### src/rtl/float_struct.sv
// Shared floating-point type definitions.
//   float_point_num : IEEE-754 single-precision layout {sign, exp, mant}
//   operand_pair_t  : one adder operation, operand A in the upper word
package float_struct;

  typedef struct packed {
    logic        sign;
    logic [7:0]  exp;
    logic [22:0] mant;
  } float_point_num;

  typedef struct packed {
    float_point_num a;
    float_point_num b;
  } operand_pair_t;

endpackage

### src/rtl/fpu_add_issue_if.sv
// Producer-side operand handshake for fpu_add_issue.
//   in_a, in_b : operand pair offered by the producer
//   in_vld     : producer has a valid pair
//   in_rdy     : issue stage accepts the pair this cycle
// master = producer, slave = issue stage.
interface fpu_add_issue_if;
  import float_struct::*;

  float_point_num in_a;
  float_point_num in_b;
  logic           in_vld;
  logic           in_rdy;

  modport master (output in_a, output in_b, output in_vld, input in_rdy);
  modport slave  (input in_a, input in_b, input in_vld, output in_rdy);

endinterface

### src/rtl/fpu_add_issue_fifo.sv
// fpu_pair_fifo: DEPTH-entry synchronous FIFO of operand pairs.
//   clk, rst  : clock, asynchronous active-high reset (control only)
//   push      : write push_data at the tail (ignored when full or flushing)
//   pop       : drop the head entry (ignored when empty or flushing)
//   flush     : discard every queued entry at this edge
//   push_data : pair to write
//   head      : pair at the head of the queue
//   count     : number of queued pairs
// Full/empty come from count, so the pointers may wrap freely.
module fpu_pair_fifo
  import float_struct::*;
#(
  parameter int DEPTH = 4
) (
  input  logic                         clk,
  input  logic                         rst,
  input  logic                         push,
  input  logic                         pop,
  input  logic                         flush,
  input  operand_pair_t                push_data,
  output operand_pair_t                head,
  output logic [$clog2(DEPTH+1)-1:0]   count
);

  localparam int PTR_W = $clog2(DEPTH);
  localparam int CNT_W = $clog2(DEPTH+1);

  operand_pair_t      mem_q [DEPTH];
  logic [PTR_W-1:0]   wr_ptr_q, wr_ptr_d;
  logic [PTR_W-1:0]   rd_ptr_q, rd_ptr_d;
  logic [CNT_W-1:0]   count_q, count_d;
  logic               push_ok;
  logic               pop_ok;

  always_comb begin
    push_ok  = push && (count_q != CNT_W'(DEPTH)) && !flush;
    pop_ok   = pop && (count_q != '0) && !flush;
    wr_ptr_d = wr_ptr_q;
    rd_ptr_d = rd_ptr_q;
    count_d  = count_q;
    if (flush) begin
      wr_ptr_d = '0;
      rd_ptr_d = '0;
      count_d  = '0;
    end else begin
      if (push_ok) wr_ptr_d = wr_ptr_q + PTR_W'(1);
      if (pop_ok)  rd_ptr_d = rd_ptr_q + PTR_W'(1);
      case ({push_ok, pop_ok})
        2'b10:   count_d = count_q + CNT_W'(1);
        2'b01:   count_d = count_q - CNT_W'(1);
        default: count_d = count_q;
      endcase
    end
  end

  always_ff @(posedge clk or posedge rst) begin
    if (rst) begin
      wr_ptr_q <= '0;
      rd_ptr_q <= '0;
      count_q  <= '0;
    end else begin
      wr_ptr_q <= wr_ptr_d;
      rd_ptr_q <= rd_ptr_d;
      count_q  <= count_d;
    end
  end

  // Storage is data only; its contents are meaningless while count is 0.
  always_ff @(posedge clk) begin
    if (push_ok) mem_q[wr_ptr_q] <= push_data;
  end

  assign head  = mem_q[rd_ptr_q];
  assign count = count_q;

endmodule

### src/rtl/fpu_add_issue.sv
// fpu_add_issue: operand issue stage in front of floating_point_adder.
// Queues operand pairs and issues one per cycle to the adder, but only while
// a downstream result-buffer credit is available, since the adder cannot stall.
//   clk, rst    : clock, asynchronous active-high reset
//   in_if       : producer handshake (in_a, in_b, in_vld, in_rdy)
//   flush       : discard queued, not-yet-issued pairs
//   credit_ret  : one result-buffer slot freed (one-cycle pulse)
//   a, b        : registered operands to the adder
//   arg_vld     : registered one-cycle pulse per issued pair
//   fifo_count  : queued pairs
//   credit_cnt  : available credits
//   credit_err  : sticky, a credit came back while already at CREDITS
module fpu_add_issue
  import float_struct::*;
#(
  parameter int DEPTH   = 4,
  parameter int CREDITS = 8
) (
  input  logic                           clk,
  input  logic                           rst,
  fpu_add_issue_if.slave                 in_if,
  input  logic                           flush,
  input  logic                           credit_ret,
  output float_point_num                 a,
  output float_point_num                 b,
  output logic                           arg_vld,
  output logic [$clog2(DEPTH+1)-1:0]     fifo_count,
  output logic [$clog2(CREDITS+1)-1:0]   credit_cnt,
  output logic                           credit_err
);

  localparam int CNT_W = $clog2(DEPTH+1);
  localparam int CR_W  = $clog2(CREDITS+1);

  operand_pair_t    head;
  logic [CNT_W-1:0] count;
  logic             push;
  logic             issue;

  float_point_num   a_q, a_d;
  float_point_num   b_q, b_d;
  logic             arg_vld_q, arg_vld_d;
  logic [CR_W-1:0]  credit_q, credit_d;
  logic             credit_err_q, credit_err_d;

  // Ready depends only on occupancy: no push into a full queue even when the
  // head is leaving on the same edge.
  assign in_if.in_rdy = !rst && (count != CNT_W'(DEPTH));
  assign push         = in_if.in_vld && in_if.in_rdy;
  assign issue        = (count != '0) && (credit_q != '0) && !flush;

  fpu_pair_fifo #(
    .DEPTH (DEPTH)
  ) u_fifo (
    .clk       (clk),
    .rst       (rst),
    .push      (push),
    .pop       (issue),
    .flush     (flush),
    .push_data ({in_if.in_a, in_if.in_b}),
    .head      (head),
    .count     (count)
  );

  always_comb begin
    a_d          = a_q;
    b_d          = b_q;
    arg_vld_d    = issue;
    credit_d     = credit_q;
    credit_err_d = credit_err_q;
    if (issue) begin
      a_d = head.a;
      b_d = head.b;
    end
    case ({issue, credit_ret})
      2'b10: credit_d = credit_q - CR_W'(1);
      2'b01: begin
        // A return with every slot already free means the consumer is out of
        // step with us; saturate and latch the error.
        if (credit_q == CR_W'(CREDITS)) credit_err_d = 1'b1;
        else                            credit_d     = credit_q + CR_W'(1);
      end
      default: credit_d = credit_q;
    endcase
  end

  always_ff @(posedge clk or posedge rst) begin
    if (rst) begin
      a_q          <= '0;
      b_q          <= '0;
      arg_vld_q    <= 1'b0;
      credit_q     <= CR_W'(CREDITS);
      credit_err_q <= 1'b0;
    end else begin
      a_q          <= a_d;
      b_q          <= b_d;
      arg_vld_q    <= arg_vld_d;
      credit_q     <= credit_d;
      credit_err_q <= credit_err_d;
    end
  end

  assign a          = a_q;
  assign b          = b_q;
  assign arg_vld    = arg_vld_q;
  assign fifo_count = count;
  assign credit_cnt = credit_q;
  assign credit_err = credit_err_q;

endmodule

### src/flat_wrapper.sv
// flat-port wrapper written by rule: the top's interface ports become plain ports
module fpu_add_issue_flat import float_struct::*;
#(
  parameter int DEPTH   = 4,
  parameter int CREDITS = 8
)
  (clk, rst, flush, credit_ret, a, b, arg_vld, fifo_count, credit_cnt, credit_err, in_if_in_a, in_if_in_b, in_if_in_vld, in_if_in_rdy);
  fpu_add_issue_if in_if_i ();
  input  logic clk;
  input  logic rst;
  input  logic flush;
  input  logic credit_ret;
  output float_point_num a;
  output float_point_num b;
  output logic arg_vld;
  output logic [$clog2(DEPTH+1)-1:0] fifo_count;
  output logic [$clog2(CREDITS+1)-1:0] credit_cnt;
  output logic credit_err;
  input wire logic [$bits(in_if_i.in_a)-1:0] in_if_in_a;
  input wire logic [$bits(in_if_i.in_b)-1:0] in_if_in_b;
  input wire logic [$bits(in_if_i.in_vld)-1:0] in_if_in_vld;
  output wire logic [$bits(in_if_i.in_rdy)-1:0] in_if_in_rdy;
  assign in_if_i.in_a = in_if_in_a;
  assign in_if_i.in_b = in_if_in_b;
  assign in_if_i.in_vld = in_if_in_vld;
  assign in_if_in_rdy = in_if_i.in_rdy;
  fpu_add_issue #(.DEPTH(DEPTH), .CREDITS(CREDITS)) u_core (.clk(clk), .rst(rst), .in_if(in_if_i), .flush(flush), .credit_ret(credit_ret), .a(a), .b(b), .arg_vld(arg_vld), .fifo_count(fifo_count), .credit_cnt(credit_cnt), .credit_err(credit_err));
endmodule
### config.mk
export PLATFORM = sky130hd
export DESIGN_NAME = fpu_add_issue_flat
export DESIGN_NICKNAME = d
export VERILOG_FILES = /design/src/rtl/float_struct.sv /design/src/rtl/fpu_add_issue_if.sv /design/src/rtl/fpu_add_issue_fifo.sv /design/src/rtl/fpu_add_issue.sv /design/src/flat_wrapper.sv
export SDC_FILE = /design/constraint.sdc
export NUM_CORES = 1
export LEC_CHECK = 0
export ABC_AREA = 1
export CAP_MARGIN = 15
export CORE_MARGIN = 1
export CORE_UTILIZATION = 45
export DETAILED_ROUTE_END_ITERATION = 10
export GPL_ROUTABILITY_DRIVEN = 0
export GPL_TIMING_DRIVEN = 0
export HOLD_SLACK_MARGIN = 0.15
export PLACE_DENSITY_LB_ADDON = 0.05
export SLEW_MARGIN = 20
export SYNTH_ARGS = -nofsm -noshare
export SYNTH_HDL_FRONTEND = slang
export SYNTH_HIERARCHICAL = 1
export SYNTH_SLANG_ARGS = --single-unit
### constraint.sdc
create_clock -name clk -period 13.4 [get_ports clk]
set_clock_uncertainty 0.15 [all_clocks]
set_input_delay 2.01 -clock clk [delete_from_list [all_inputs] [get_ports clk]]
set_output_delay 2.01 -clock clk [all_outputs]
set_load 0.1 [all_outputs]
==> results.txt <==
----------------------------------------------------
[Drt]
  Iteration-0 DRC count of the detailed router ... 653
  Pre-antenna DRT Iters ... 8
  Drc violations ... 0
  Vias per cell ... between 5 and 6
  Post-route ant nets ... 0
  Average wire length per cell after detail routing ... between 15 and 20 um
  Routed wire length ... 30.1 mm
  Via count ... 8266

[CTS]
  Hold_buf cts ... 0
  Postcts setup bufs ... 0
  Clock sink total ... 333
  Depth of the CTS H-tree ... 2
  Clock root buffer ... clkbuf_16
  PostCTS Resize Cnt ... 0
  Maximum count of clock buffers along a single path ... 3
  CTS tree ... done
  Total clock buffers created by CTS ... 37
  Clock slew seen by the registers of the worst setup and hold paths ... 60 ps
  Clock insertion delay at the later pin of the skew report ... 510 ps

[Finish]
  Final Net Count ... 1278
  Leading cell type in the layout, fill and taps excluded ... edfxtp_1
  Layout area overhead ... 28.0%
  Most used cells in the layout excluding fill and tap cells ... 256 x edfxtp_1, 223 x nand2_1, 142 x clkdlybuf4s50_1
  Fin util ... 58.7%
  Proportion of layout cells with a drive suffix above 1 ... 9.92%
  Post-Layout Inst Area ... about 0.016 mm2

[Power]
  Clock network power share ... 25.5%
  Relative contribution of sequential cells to total power ... 33.3%
  Leakage power total ... 6.20 nW
  Maximum vdd drop ... 0.149 mV
  Combinational power share ... 41.2%
  Switching part of the total ... a little over two fifths
  Cell internal pwr ... approximately 2.3 mW
  Total net switching power ... 1.72 mW
  Ratio of total power to cell area ... between 200 and 250 mW/mm2

[Global route]
  Largest net degree at the start of global routing ... 47
  Initial antenna violation count ... 2
  GRT Total Usage ... about a fifth
  First-pass GRT wire length ... ~46 mm
  Global route total overflow ... 0
  Via count of the first global-routing pass ... 8217

[Worst setup path]
  Endpoint class of the critical path ... output port
  Crit path arrival time ... 3800 ps
  WP buf/inv ... 2
  Slowest CP cell ... clkdlybuf4s50_1
  Kind of cell adding the most delay to the critical path ... buffers and inverters
  Maximum fanout count along the critical path ... 3
  Max incr delay on CP ... 1150 ps
  Critical Setup Path Class ... in2out
  Startpoint type of the worst setup path ... input pin
  Required arrival time at the worst endpoint ... 11240 ps
  Critical path, cell by cell ... clkdlybuf4s50_1 -> a21oi_1 -> clkdlybuf4s50_1
  Critical path's most frequent cell ... clkdlybuf4s50_1

[Place]
  Port buffer count ... approximately 140
  Total placed instance area ... 0.0151 mm2
  DP Wirelength ... 19.3 mm

[Timing]
  Setup repair after global routing missed its margin ... no
  Max Slew Vio Count ... 0
  Final worst-path cycle share ... 44.5%
  F_max ... 168 MHz
  Fin crit period ... 5960 ps
  Post-Route Setup TNS ... 0 ps
  Slew headroom ... a little under a third
  Setup violation total in the final timing report ... 0
  Slew at the pin closest to its max-slew limit ... roughly 1000 ps
  Final-report hold violation count ... 0

[Min path]
  Worst Hold Class ... reg2reg

[Synth]
  Gate count after technology mapping ... around 1000
  Post-synth top flop ... edfxtp_1
  Sequential cell area fraction in the yosys report ... 75.2%
  Share of flip-flops with an asynchronous set or reset after synthesis ... a little under a quarter
  Number of synthesized flops with an enable pin ... 256
  Post-synthesis instance area ... 0.0128 mm2
  Net count after synthesis ... 1082
  Count of unique library cells instantiated by Yosys ... 29
  Synthesis Warnings ... 6
  Synth Register Bits ... 333
  Average size of a mapped cell ... about 13 um2

[Run]
  Maxcap violations ... 0

[Floorplan]
  Initial core utilization ... about 46%
  Placement row count ... 61
  Die Footprint ... 0.0291 mm2
  I/O pin count ... ~140
  Die H ... 171 um
  Width of the chip ... around 170 um
  Core Area ... ~0.028 mm2

[Status]
  Run status ... finished clean

----------------------------------------------------
-- worst register-to-register path: stages (launching register included) --
cell and delay [ps]:
dfrtp_1 460, nor2_1 100, a21oi_1 150, and2_1 190, nand3_2 250, nor2_4 570, buf_16 240, buf_16 170
buf_16 180
-- synthesized netlist by cell type, types with 4 or more instances --
library cell    n  share of area, %
buf_4           9              0.53
edfxtp_1      256                60
o21ai_0        87               3.4
ha_1            6              0.59
a21oi_1         4              0.16
clkbuf_1       21              0.62
buf_6          14               1.2
nand2_1       223               6.5
inv_1          21              0.62
buf_2          10              0.39
o21ai_1        46               1.8
nor2_1        135               4.0
o22ai_1        64               3.1
dfrtp_1        76                15
nand3_1        11              0.43
-- per-layer routing --
| layer | GRT usage (%) | vias to the layer above | part of all wire [%] |
|---|---|---|---|
| met2 | 34.7 | 200 | 48 |
| met3 | 3.47 | 43 | 4.8 |
| li1 | - | 3939 | - |
| met1 | 29.4 | 4082 | 45 |
| met4 | 6.89 | 2 | 2.1 |
| met5 | 0 | - | 0.043 |
-- cell type report --
cell class                 count  area (um2)
fill                        2289       11500
sequential                   333        9620
multi-input combinational    593        2750
timing repair buffer         157        1820
clock buffer                  51        1060
tap                          378         473
buffer                        56         364
clock inverter                17         189
inverter                      23        88.8
antenna                        1        2.50
-- state kept, by name, indices dropped and copies added, names as in the netlist --
name / cells
u_core/arg_vld: 1
u_core/u_fifo/wr_ptr_q: 2
u_core/u_fifo/count: 3
u_core/u_fifo/mem_q: 256
u_core/b: 32
u_core/credit_err: 1
u_core/credit_cnt: 4
u_core/u_fifo/rd_ptr_q: 2
u_core/a: 32
-- final timing paths --
path                                        start  slack [ps]                    endpoint  cells after the start
max reg2reg                u_core/u_fifo/count[0]       10640  u_core/u_fifo/mem_q[0][38]                      8
max in group asynchronous                     rst       10790                 u_core/a[8]                      3
min in group asynchronous                     rst        1710   u_core/u_fifo/wr_ptr_q[1]                      2
min                                  u_core/b[21]         330                u_core/b[21]                      2
min reg2reg                          u_core/b[21]         330                u_core/b[21]                      2
max                                           rst        7440                in_if_in_rdy                      3
-- stage by stage --
stage,worst slack [ps],std cells,power (mW),hold WS (ps)
5_1_grt,7390,1609,4.19,349
3_3_place_gp,4540,1525,3.00,311
4_1_cts,7430,1608,4.05,331
3_5_place_dp,7440,1540,3.02,315
6_report,7440,1609,4.01,327
2_1_floorplan,6100,1005,2.56,363
-- cell families (layout without fill, tap and decap cells) --
group,Yosys count,count (layout),synth area share [%]
fa+ha+maj,8,8,0.901
flops,333,333,75.2
compound gates,203,203,8.61
other cells,0,1,0
simple gates,379,379,11.5
xor+xnor,3,3,0.206
buf+inv,79,304,3.52
-- power by group through the flow --
stage | Clock, mW | Sequential (mW) | Combinational (mW)
floorplan | 0 | 2.11 | 0.452
global placement | 0 | 1.36 | 1.63
detailed placement | 0 | 1.36 | 1.66
CTS | 1.04 | 1.34 | 1.66
global route | 1.09 | 1.35 | 1.75
finish | 1.02 | 1.34 | 1.65
No activity file was read; power rests on OpenSTA's default activity.
